===== src/rtl/reg8_access_arbiter.sv =====
// reg8_access_arbiter
//   Shares one 8-entry x 8-bit register file (reg8) among N requesters.
//   A round-robin arbiter picks one pending command in IDLE, latches it,
//   performs it against reg8 during a single ACCESS cycle, and pulses the
//   requester's ack in DONE. At most one access completes every 3 cycles.
//
// Optional feature macro: REG_ARB_LOCK_EN
//   When defined, a lock port lets the current winner keep top priority
//   for up to LOCK_MAX back-to-back grants.
//
// Ports
//   clk      in   1    clock, rising edge
//   rst      in   1    asynchronous reset, active-low
//   req      in   N    request per requester, held until ack
//   wr       in   N    1 = write, 0 = read
//   addr     in   3*N  register index, requester i in [3i+2:3i]
//   wdata    in   8*N  write data, requester i in [8i+7:8i]
//   lock     in   N    keep priority after access (REG_ARB_LOCK_EN only)
//   gnt      out  N    one-hot, registered, high during ACCESS
//   ack      out  N    one-hot, 1-cycle pulse during DONE
//   rdata    out  8    read data, valid in ack cycle, otherwise holds
//   rf_in    out  8    reg8 write data
//   rf_load  out  3    reg8 write index
//   rf_we    out  1    reg8 write strobe
//   rf_sel   out  3    reg8 read index
//   rf_out   in   8    reg8 read data (combinational from rf_sel)

module reg8_access_arbiter #(
   parameter int N        = 4,
   parameter int LOCK_MAX = 4
) (
   input  logic           clk,
   input  logic           rst,
   input  logic [N-1:0]   req,
   input  logic [N-1:0]   wr,
   input  logic [3*N-1:0] addr,
   input  logic [8*N-1:0] wdata,
`ifdef REG_ARB_LOCK_EN
   input  logic [N-1:0]   lock,
`endif
   output logic [N-1:0]   gnt,
   output logic [N-1:0]   ack,
   output logic [7:0]     rdata,
   output logic [7:0]     rf_in,
   output logic [2:0]     rf_load,
   output logic           rf_we,
   output logic [2:0]     rf_sel,
   input  logic [7:0]     rf_out
);

   localparam int PW = (N > 1) ? $clog2(N) : 1;

   typedef enum logic [1:0] {IDLE, ACCESS, DONE} state_t;

   state_t          state, state_nx;
   logic [PW-1:0]   ptr, ptr_nx;
   logic [PW-1:0]   win, win_nx;
   logic            lat_wr, wr_nx;
   logic [2:0]      lat_addr, addr_nx;
   logic [7:0]      lat_wdata, wdata_nx;
   logic [N-1:0]    gnt_nx, ack_nx;
   logic [7:0]      rdata_nx;

`ifdef REG_ARB_LOCK_EN
   localparam int CW = $clog2(LOCK_MAX) + 1;
   logic [CW-1:0]   cnt, cnt_nx;
`endif

   // Per-requester command fields, unpacked so they can be indexed by winner
   logic [2:0] addr_a  [N];
   logic [7:0] wdata_a [N];

   for (genvar g = 0; g < N; g++) begin : g_unpack
      assign addr_a[g]  = addr[3*g +: 3];
      assign wdata_a[g] = wdata[8*g +: 8];
   end

   always_ff @(posedge clk or negedge rst) begin
      if (!rst) begin
         state     <= IDLE;
         ptr       <= '0;
         win       <= '0;
         lat_wr    <= 1'b0;
         lat_addr  <= '0;
         lat_wdata <= '0;
         gnt       <= '0;
         ack       <= '0;
         rdata     <= '0;
`ifdef REG_ARB_LOCK_EN
         cnt       <= '0;
`endif
      end else begin
         state     <= state_nx;
         ptr       <= ptr_nx;
         win       <= win_nx;
         lat_wr    <= wr_nx;
         lat_addr  <= addr_nx;
         lat_wdata <= wdata_nx;
         gnt       <= gnt_nx;
         ack       <= ack_nx;
         rdata     <= rdata_nx;
`ifdef REG_ARB_LOCK_EN
         cnt       <= cnt_nx;
`endif
      end
   end

   always_comb begin
      logic          found;
      logic [PW-1:0] pick;
      logic [PW:0]   sum;

      state_nx = state;
      ptr_nx   = ptr;
      win_nx   = win;
      wr_nx    = lat_wr;
      addr_nx  = lat_addr;
      wdata_nx = lat_wdata;
      gnt_nx   = gnt;
      ack_nx   = ack;
      rdata_nx = rdata;
`ifdef REG_ARB_LOCK_EN
      cnt_nx   = cnt;
`endif
      rf_we    = 1'b0;
      rf_load  = '0;
      rf_in    = '0;
      rf_sel   = '0;

      // First pending request at or after ptr, wrapping N-1 -> 0
      found = 1'b0;
      pick  = '0;
      sum   = '0;
      for (int unsigned i = 0; i < N; i++) begin
         sum = {1'b0, ptr} + (PW+1)'(i);
         if (sum >= (PW+1)'(N))
            sum = sum - (PW+1)'(N);
         if (!found && req[sum[PW-1:0]]) begin
            found = 1'b1;
            pick  = sum[PW-1:0];
         end
      end

      case (state)
         IDLE: begin
            gnt_nx = '0;
            ack_nx = '0;
            if (found) begin
               win_nx       = pick;
               wr_nx        = wr[pick];
               addr_nx      = addr_a[pick];
               wdata_nx     = wdata_a[pick];
               gnt_nx[pick] = 1'b1;
               state_nx     = ACCESS;
            end
         end
         ACCESS: begin
            // Strobes decode from state so reset removes them immediately
            rf_we = lat_wr;
            if (lat_wr) begin
               rf_load = lat_addr;
               rf_in   = lat_wdata;
            end else begin
               rf_sel   = lat_addr;
               rdata_nx = rf_out;
            end
            gnt_nx      = '0;
            ack_nx      = '0;
            ack_nx[win] = 1'b1;
            state_nx    = DONE;
         end
         DONE: begin
            ack_nx   = '0;
            state_nx = IDLE;
`ifdef REG_ARB_LOCK_EN
            // cnt counts extra grants already kept, so a locked requester
            // receives at most LOCK_MAX grants in a row in total
            if (lock[win] && req[win] && (int'({1'b0, cnt}) < LOCK_MAX - 1)) begin
               ptr_nx = win;
               cnt_nx = cnt + 1'b1;
            end else begin
               ptr_nx = (win == PW'(N-1)) ? '0 : win + 1'b1;
               cnt_nx = '0;
            end
`else
            ptr_nx = (win == PW'(N-1)) ? '0 : win + 1'b1;
`endif
         end
         default: state_nx = IDLE;
      endcase
   end

endmodule


===== config.mk =====
export PLATFORM = sky130hd
export DESIGN_NAME = reg8_access_arbiter
export DESIGN_NICKNAME = d
export VERILOG_FILES = /design/src/rtl/reg8_access_arbiter.sv
export SDC_FILE = /design/constraint.sdc
export NUM_CORES = 1
export LEC_CHECK = 0
export BUFFER_PORTS_ARGS = -buffer_cell sky130_fd_sc_hd__buf_2
export CAP_MARGIN = 15
export CORE_MARGIN = 3
export CORE_UTILIZATION = 30
export CTS_CLUSTER_DIAMETER = 120
export DETAILED_ROUTE_END_ITERATION = 10
export PLACE_DENSITY = 0.64
export SLEW_MARGIN = 0
export SYNTH_ARGS = -nofsm -noshare
export SYNTH_HDL_FRONTEND = slang
export SYNTH_SLANG_ARGS = --single-unit
export TNS_END_PERCENT = 20

===== constraint.sdc =====
create_clock -name clk -period 2.2 [get_ports clk]
set_input_delay 0.33 -clock clk [delete_from_list [all_inputs] [get_ports clk]]
set_output_delay 0.33 -clock clk [all_outputs]
set_load 0.005 [all_outputs]

-- After elaboration in Yosys (flattened, before gate mapping)
Index checks and enable logic that the tools add are counted.
- register bits: 34
- input bits: 62
- output and inout port bits: 31
- logic and storage cells: 95
- add/subtract/negate cells: 8
- magnitude comparators: 13
- equal/unequal tests: 4
- muxes and demuxes: 45
- bitwise gates (word level): 2
- reductions and logical operators: 14
- operator list (operator ; number):
    $mux W8 ; 4
    $mux W2 ; 10
    $lt A2 B3 Y1 const B ; 6
    $mux W3 ; 6
    $bmux W8 S2 ; 1
    $pmux W4 S2 ; 2
    $ge A3 B3 Y1 const B ; 4
    $mux W1 ; 12
    $bmux W1 S2 ; 5
    $sub A2 B1 Y2 const B ; 4
    $add A2 B2 Y3 const B ; 2
    $bmux W3 S2 ; 1
    $logic_and A1 B1 Y1 ; 5
    $demux W1 S2 ; 2
    $eq A2 B2 Y1 const B ; 2
    $ge A2 B1 Y1 const B ; 2
    $mux W4 ; 1
    $pmux W2 S2 ; 1
    $reduce_and A2 Y1 ; 2
    $reduce_bool A2 Y1 ; 2
    $add A2 B1 Y3 const B ; 1
    $ge A2 B3 Y1 const B ; 1
    $logic_not A1 Y1 ; 3
    $not A2 Y3 ; 1
    6 further kinds ; 6

-- Logic depth before layout (Yosys ltp)
Gate-level depths: netlist of run 1.
- depth after elaboration: 20
- depth in mapped cells: 7
- gate-level depth less buffers: 5

-- Worst setup path after synthesis of run 1
Ideal clock, no wire load.
- path type: register -> register
- start: register ptr[1]
- end: register lat_addr[0]
- arrival: 1.560 ns
- required time: 2.058 ns
- path slack: 0.498 ns
- cell stages (with the launch flop): 7
- buffers on the path: 1
- period minus slack after synthesis: 1.702 ns
- path through: dfrtp_1 a21boi_0 o2bb2ai_2 or2_4 buf_6 a2111oi_2 a211oi_1
- longest elaborated chain between the ends: 18
- elaborated cells between the ends (all ways): 42
- ends and longest elaborated chain (item ; line ; source):
    start, declared ; 56 ; logic [PW-1:0] ptr, ptr_nx;
    start signal, assigned ; 94 ; ptr <= ptr_nx;
    parallel branches: the longest is 18 deep, another holds $add A2 B1 Y3 ; - ;
    end signal, assigned ; 97 ; lat_addr <= addr_nx;
    end, declared ; 59 ; logic [2:0] lat_addr, addr_nx;
Parallel ways; which one is timed is not known. The select of a mux whose other input is x is not followed.
A chain may end at the register's enable or synchronous reset.

-- Worst setup path after layout of run 1
- start: register ptr[1]
- end: register lat_wdata[1]
- longest elaborated chain between the ends: 18
- elaborated cells between the ends (all ways): 42
- ends and longest elaborated chain (item ; line ; source):
    parallel branches: the longest is 18 deep, another holds $add A2 B1 Y3 ; - ;
    end signal, assigned ; 98 ; lat_wdata <= wdata_nx;
    end, declared ; 60 ; logic [7:0] lat_wdata, wdata_nx;
Parallel ways; which one is timed is not known. The select of a mux whose other input is x is not followed.

==> results.md, run 1 <==
* HP Class: input port to async pin
* Tcrit/Tclk final at 0.919
* Post-Syn Instances at 180
* Post-DP Area at 2450 um^2
* Slowest library cell on the worst path: a2111oi_1
* Top-level I/O count at 93
* Worst Setup End Kind: register
* # rows at 28
* Internal power at 0.00188 W
* Setup TNS at 0 ps
* Share of layout cells above drive strength 1 at 0.449
* Worst setup SP type: register
* Post-route cell area at 2530 um^2
* Switching share of power at 0.399
* Most frequent cells in the layout: 92 x buf_2, 34 x dfrtp_1, 17 x mux2i_1
* R2R Path Start: ptr[1]
* Synth Area in Adders at 0.0260
* N_diodes at 0
* DR vias at roughly 1700
* Worst skew pair latency at 280 ps
* Root Driver: clkbuf_8
* Lkg Pwr at 1.28 nW
* Port buffer count at just over 90
* Worst EP arrival at 2140 ps
* Net Sw Power at 0.00124 W
* Synthesized flop and latch total at 34
* Max Clock Skew at 5.52 ps
* Cells along the critical path: a21boi_0, o2bb2ai_2, or2_4, a2111oi_1, a211oi_1
* TritonCTS Buffers at 5
* DR iter-0 viols at 62
* Drt drc at 0
* Clock sinks at 34
* Power Total at 0.00312 W
* Power per cell area at 1230 nW/um^2
* Routed len/inst at about 15 um
* Maximum root-to-sink buffer count at 2
* Sequential share of the synthesized area at 0.442
* Commonest non-fill, non-tap cell in the layout: buf_2
* RSZ-0062 raised after global routing: no
* DRT Pass-1 Iters at 4
* Initial core utilization at 0.317
* # Max-Cap Violations at 0
* Die X at 86.1 um
* Die height at between 80 and 90 um
* Cell Area, Synth at between 1500 and 2000 um^2
* Final setup viols at 0
* Crit Path Category: register to register
* Dominant synthesized flop cell: dfrtp_1
* Vias/cell at 4.99
* Clock transition at path regs at 70 ps
* Max_slew headroom at 0.436
* CP peak stage delay at ~490 ps
* Syn nets at 246
* Asr flop ratio synth at 1.00
* Critical path buffer and inverter count at 0
* DRT Wirelength at around 5.2 mm
* First-pass GRT wire length at between 8 and 9 mm
* Final ANT Viol Nets at 0
* Initial antenna violation count at 0
* DP HPWL at slightly below 4 mm
* Final core occ at 0.418
* Post-Synth XOR/XNOR Area at 0
* Slew @ Worst Pin at around 840 ps
* Mux cell area share after synthesis at 0.141
* VDD IR-drop max at roughly 440 uV
* Gate power share at 0.501
* Synth-to-layout area growth at 31.8%
* Synth unique cells at 31
* Ys Warns at 0
* Syn Area/Cell at 10.7 um^2
* Clock share of power at 0.136
* Post-synthesis simple-gate area fraction at 0.163
* Final slew viol count at 0
* CTS tree: done
* Total track usage at 0.148
* Grt ovf at 0
* Compound-Gate Fraction of Synth Area at 0.184
* Post-route minimum period at 2020 ps
* Largest family of logic cells by synthesized area: compound AO/OA/AOI/OAI gates
* CORE AREA at approximately 6000 um^2
* Die area at between 7000 and 8000 um^2
* Fmax at 0.495 GHz
* Routability cong. at 0.746
* Worst path top cell family by delay: compound AO/OA/AOI/OAI gates
* Number of synthesized flops with an enable pin at 0
* Worst path required time at 2320 ps
* CP Max Fanout at 22
* Largest net degree at the start of global routing at 35
* Seq pwr share at 0.362
* Status: finished clean
* CP startpoint: ptr[1]
* Final hold vios at 0
* H-tree Lvls at 2
* Vias in the first global route at roughly 1800
* Final #Nets at 338
through the flow:
stage / hold WS [ps] / std cells / setup slack, ps
final: 126 / 347 / 179
after global routing: 185 / 347 / 38.6
after CTS: 143 / 347 / 135
after detailed placement: 453 / 340 / 143
after global placement: 454 / 340 / 204
after floorplan: 34.4 / 180 / 498
sequential cells by signal, summed over array words and instances, names as in the netlist:
signal,cells
lat_wdata,8
rdata,8
ack,4
gnt,4
lat_addr,3
ptr,2
state,2
win,2
lat_wr,1
what timing repair did:
| action | 4_1_cts | 5_1_grt |
|---|---|---|
| setup buffers | 0 | 0 |
| resized for setup | 0 | 2 |
| setup endpoints to repair | 0 | 2 |
| hold endpoints to repair | 0 | 0 |
| hold buffers | 0 | 0 |
final timing paths:
kind / end / slack (ps) / cells past startpoint
worst max-delay path: lat_wdata[1] / 180 / 5
worst min-delay path: ack[3] / 130 / 1
worst max register to register: lat_wdata[1] / 180 / 5
worst min register to register: gnt[0] / 490 / 2
max in group asynchronous: lat_addr[1] / 1580 / 1
min in group clk: rdata[4] / 280 / 2
worst reg2reg max path: stages (launching register included):
cell and delay (ps):
dfrtp_1 450, a21boi_0 250, o2bb2ai_2 170, or2_4 400, a2111oi_1 500, a211oi_1 100
kinds of logic after synthesis:
logic type	after synthesis
flip-flops	34
AO/OA/AOI/OAI	42
AND/OR/NAND/NOR	57
multiplexers	26
adder cells (fa/ha/maj)	4
buffers and inverters	17
routing by layer:
metal  up-vias  share of wire  global-route usage
met5         -              0                   0
met4         0          0.015              0.0432
met3         8          0.065              0.0375
met2        69           0.45               0.243
met1       812           0.47               0.191
li1        843              -                   -
cell type report:
| class | count | area (um^2) |
|---|---|---|
| clock buffers | 5 | 68.8 |
| clock inverters | 2 | 10.0 |
| fillers | 610 | 3530 |
| inverters | 4 | 15.0 |
| multi-input cells | 129 | 991 |
| flip-flops and latches | 34 | 851 |
| well taps | 75 | 93.8 |
| repair buffers | 98 | 505 |
Yosys cell counts (6+ instances only):
master	n	area share
mux2i_1	17	0.088
nor3b_1	7	0.027
nor2_1	15	0.029
buf_2	7	0.018
mux2_2	9	0.053
nand2_1	8	0.016
nor2b_1	7	0.023
dfrtp_1	34	0.44
and3_1	11	0.036
a2111oi_0	7	0.032
o21ai_0	6	0.016
a211oi_1	12	0.047
power by group through the flow:
stage          registers, W  logic (W)  clock network (W)
2_1_floorplan       0.00110    0.00105                  0
3_3_place_gp        0.00113    0.00156                  0
4_1_cts             0.00113    0.00159           0.000447
6_report            0.00113    0.00157           0.000426
3_5_place_dp        0.00114    0.00158                  0
5_1_grt             0.00118    0.00176           0.000485
Note: power is estimated with default switching activity, not from simulation.
==> run 2: changes to the inputs <==
--- a/config.mk
+++ b/config.mk
@@ -5,13 +5,14 @@
 export SDC_FILE = /design/constraint.sdc
 export NUM_CORES = 1
 export LEC_CHECK = 0
+export ABC_AREA = 1
 export BUFFER_PORTS_ARGS = -buffer_cell sky130_fd_sc_hd__buf_2
 export CAP_MARGIN = 15
 export CORE_MARGIN = 3
 export CORE_UTILIZATION = 30
 export CTS_CLUSTER_DIAMETER = 120
 export DETAILED_ROUTE_END_ITERATION = 10
-export PLACE_DENSITY = 0.64
+export PLACE_DENSITY = 0.62
 export SLEW_MARGIN = 0
 export SYNTH_ARGS = -nofsm -noshare
 export SYNTH_HDL_FRONTEND = slang
==> results.md, run 2 <==
* Status: finished clean
* Setup TNS at 0 ps (unchanged)
* Final slew viol count at 0 (unchanged)
* Most frequent cells in the layout: 175 x nand2_1, 92 x buf_2, 34 x nand3_1
* Lkg Pwr at 1.69 nW (+32%)
* Fmax at 0.507 GHz (+2.5%)
* Internal power at 0.00230 W (+22%)
* DRT Pass-1 Iters at 5 (+1)
* TritonCTS Buffers at 5 (unchanged)
* Post-synthesis simple-gate area fraction at 0.447 (+0.284)
* Final hold vios at 0 (unchanged)
* Sequential share of the synthesized area at 0.385 (-0.0576)
* Mux cell area share after synthesis at 0.0407 (-0.100)
* Final setup viols at 0 (unchanged)
* Final ANT Viol Nets at 0 (unchanged)
* M1 WL at 3.01 mm (+24%)
* Die area at 8440 um^2 (+14%)
* RSZ-0062 raised after global routing: no
* Worst setup SP type: register
* Worst path required time at 1870 ps (-450 ps)
* Filler cell count at 765 (+25%)
* Synth-to-layout area growth at 29.2%
* Post-route cell area at 2860 um^2 (+13%)
* Final #Nets at 487 (+44%)
* Largest family of logic cells by synthesized area: simple AND/OR/NAND/NOR gates
* Post-synth top area share at 0.385 (-0.0576)
* # Max-Cap Violations at 0 (unchanged)
* Met3 Wirelength at 388 um (+15%)
* Maximum root-to-sink buffer count at 2 (unchanged)
* Routability cong. at 0.845 (+13%)
* Drt drc at 0 (unchanged)
* Asr flop ratio synth at 1.00 (unchanged)
* DR vias at 2289 (+32%)
* DP HPWL at 4.63 mm (+19%)
* First-pass GRT wire length at 10.1 mm (+17%)
* Top-level I/O count at 93 (unchanged)
* Buffer count from post-CTS setup fixing at 0 (unchanged)
* Cells along the critical path: inv_1, nor2_2, clkinv_1, nor2_1, inv_1, nor2_1, buf_2
* Dominant synthesized flop cell: dfrtp_1
* DR WL met2 at 2.50 mm (+5.9%)
* Final core occ at 0.409 (-0.00911)
* Die height at 91.8 um (+6.7%)
* Post-Syn Instances at 330 (+83%)
* DR iter-0 viols at 117 (+89%)
* H-tree Lvls at 2 (unchanged)
* Tcrit/Tclk final at 0.896 (-0.0224)
* Ys Warns at 0 (unchanged)
* CTS tree: done
* Synth Area in Adders at 0.0226 (-0.00339)
* Commonest non-fill, non-tap cell in the layout: nand2_1
* Initial antenna violation count at 0 (unchanged)
* Seq pwr share at 0.246 (-0.116)
* Clock share of power at 0.089 (-0.047)
* Routed len/inst at 11.5 um (-23%)
* Max_slew headroom at 0.490 (+0.0542)
* Post-DP Area at 2750 um^2 (+12%)
* DRT Wirelength at 5.95 mm (+14%)
* Initial core utilization at 0.317 (-0.000633)
* N_diodes at 0 (unchanged)
* Most frequent cell after synthesis: nand2_1
* CP Max Fanout at 6 (-73%)
* Vias/cell at 4.43 (-11%)
* # rows at 30 (+7.1%)
* Slew @ Worst Pin at 765 ps (-78.1 ps)
* Gate power share at 0.665 (+0.164)
* Synth top cells by count: 176 x nand2_1, 34 x dfrtp_1, 34 x nand3_1, 19 x nor2_1, 16 x inv_1
* Slowest library cell on the worst path: dfrtp_1
* Post-route minimum period at 1970 ps (-49.3 ps)
* Share of layout cells above drive strength 1 at 0.299 (-0.149)
* Worst skew pair latency at 280 ps (about the same)
* Port buffer count at 92 (unchanged)
* Total track usage at 0.144 (-0.00387)
* CP peak stage delay at 440 ps (-50 ps)
* Worst EP arrival at 1640 ps (-500 ps)
* Max Used Layer: met4
* Cell Area, Synth at 2210 um^2 (+15%)
* Worst hold slack at 122 ps (-3.34 ps)
* Top flop regs: lat_wdata (8), rdata (8)
* Syn Area/Cell at 6.70 um^2 (-37%)
* Grt ovf at 0 (unchanged)
* Clock sinks at 34 (unchanged)
* Net Sw Power at 0.00240 W (+93%)
* Number of synthesized flops with an enable pin at 0 (unchanged)
* Worst Setup End Kind: primary output
* Power per cell area at 1650 nW/um^2 (+34%)
* Syn nets at 396 (+61%)
* HP Class: input port to async pin
* Switching share of power at 0.511 (+0.112)
* Post-Synth XOR/XNOR Area at 0 (unchanged)
* Largest cells by area after synthesis: dfrtp_1 38%, nand2_1 30%, nand3_1 7.7%, mux2_2 4.1%, nor2_1 3.2%
* Compound-Gate Fraction of Synth Area at 0.0294 (-0.155)
* Root Driver: clkbuf_8
* Synth area leader: dfrtp_1
* Max Clock Skew at 9.37 ps (+3.84 ps)
* Crit Path Category: register to primary output
* Clock transition at path regs at 70 ps (about the same)
* CORE AREA at 6980 um^2 (+15%)
* Synthesized flop and latch total at 34 (unchanged)
* Die X at 91.8 um (+6.7%)
* Vias in the first global route at 2205 (+25%)
* Synth unique cells at 24 (-23%)
* Largest net degree at the start of global routing at 35 (unchanged)
* VDD IR-drop max at 1050 uV (+140%)
[run 2: power groups by stage]
stage | clock [W] | sequential, W | combinational [W]
6_report | 0.000418 | 0.00116 | 0.00313
2_1_floorplan | 0 | 0.00108 | 0.00245
3_3_place_gp | 0 | 0.00115 | 0.00300
5_1_grt | 0.000464 | 0.00120 | 0.00365
4_1_cts | 0.000439 | 0.00115 | 0.00305
3_5_place_dp | 0 | 0.00116 | 0.00304
[run 2: cell type report]
cell class                      count  area [um^2]  share of cell area
Clock buffer                        7         76.3              0.0267
Inverter                           21         81.3              0.0285
Multi-Input combinational cell    261         1210               0.422
Sequential cell                    34          852               0.298
Tap cell                           96          120              0.0420
Timing Repair Buffer               98          520               0.182
[run 2: cells by family (layout without fill, tap and decap cells)]
family	Yosys count	after routing
mux	8	8
compound gates	11	11
simple gates	238	238
flops	34	34
buf+inv	35	126
fa+ha+maj	4	4
[run 2: layer usage]
layer  GRT usage  up-vias
li1            -     1206
met1       0.200      989
met2       0.223       90
met3      0.0353        4
met4      0.0384        0
met5           0        -
[run 2: final timing paths]
check                                     to  slack [ps]         start  cells after the start
worst max-delay path              rf_load[1]         230      state[0]                      7
worst max register to register   lat_addr[1]         250        ptr[0]                     14
min in group clk                    rdata[1]         290     rf_out[1]                      2
max in group asynchronous             ptr[0]        1550           rst                      1
worst min-delay path                  ptr[1]         120           rst                      1
worst min register to register  lat_wdata[7]         480  lat_wdata[7]                      2
[run 2: critical path: cells and delay by family (launching register included)]
family,cells,cell delay [ps]
flip-flops,1,440
AND/OR/NAND/NOR,3,470
buffers and inverters,4,450
[run 2: through the flow]
step	setup WS [ps]	total power [W]	instances
3_5_place_dp	98.1	0.00420	510
2_1_floorplan	457	0.00352	330
3_3_place_gp	182	0.00416	510
6_report	229	0.00470	517
4_1_cts	15.1	0.00464	517
5_1_grt	23.3	0.00531	517
[run 2: what timing repair did]
action | in CTS | in global routing
setup endpoints to repair | 0 | 20
hold buffers | 0 | 0
gates resized for setup | 0 | 9
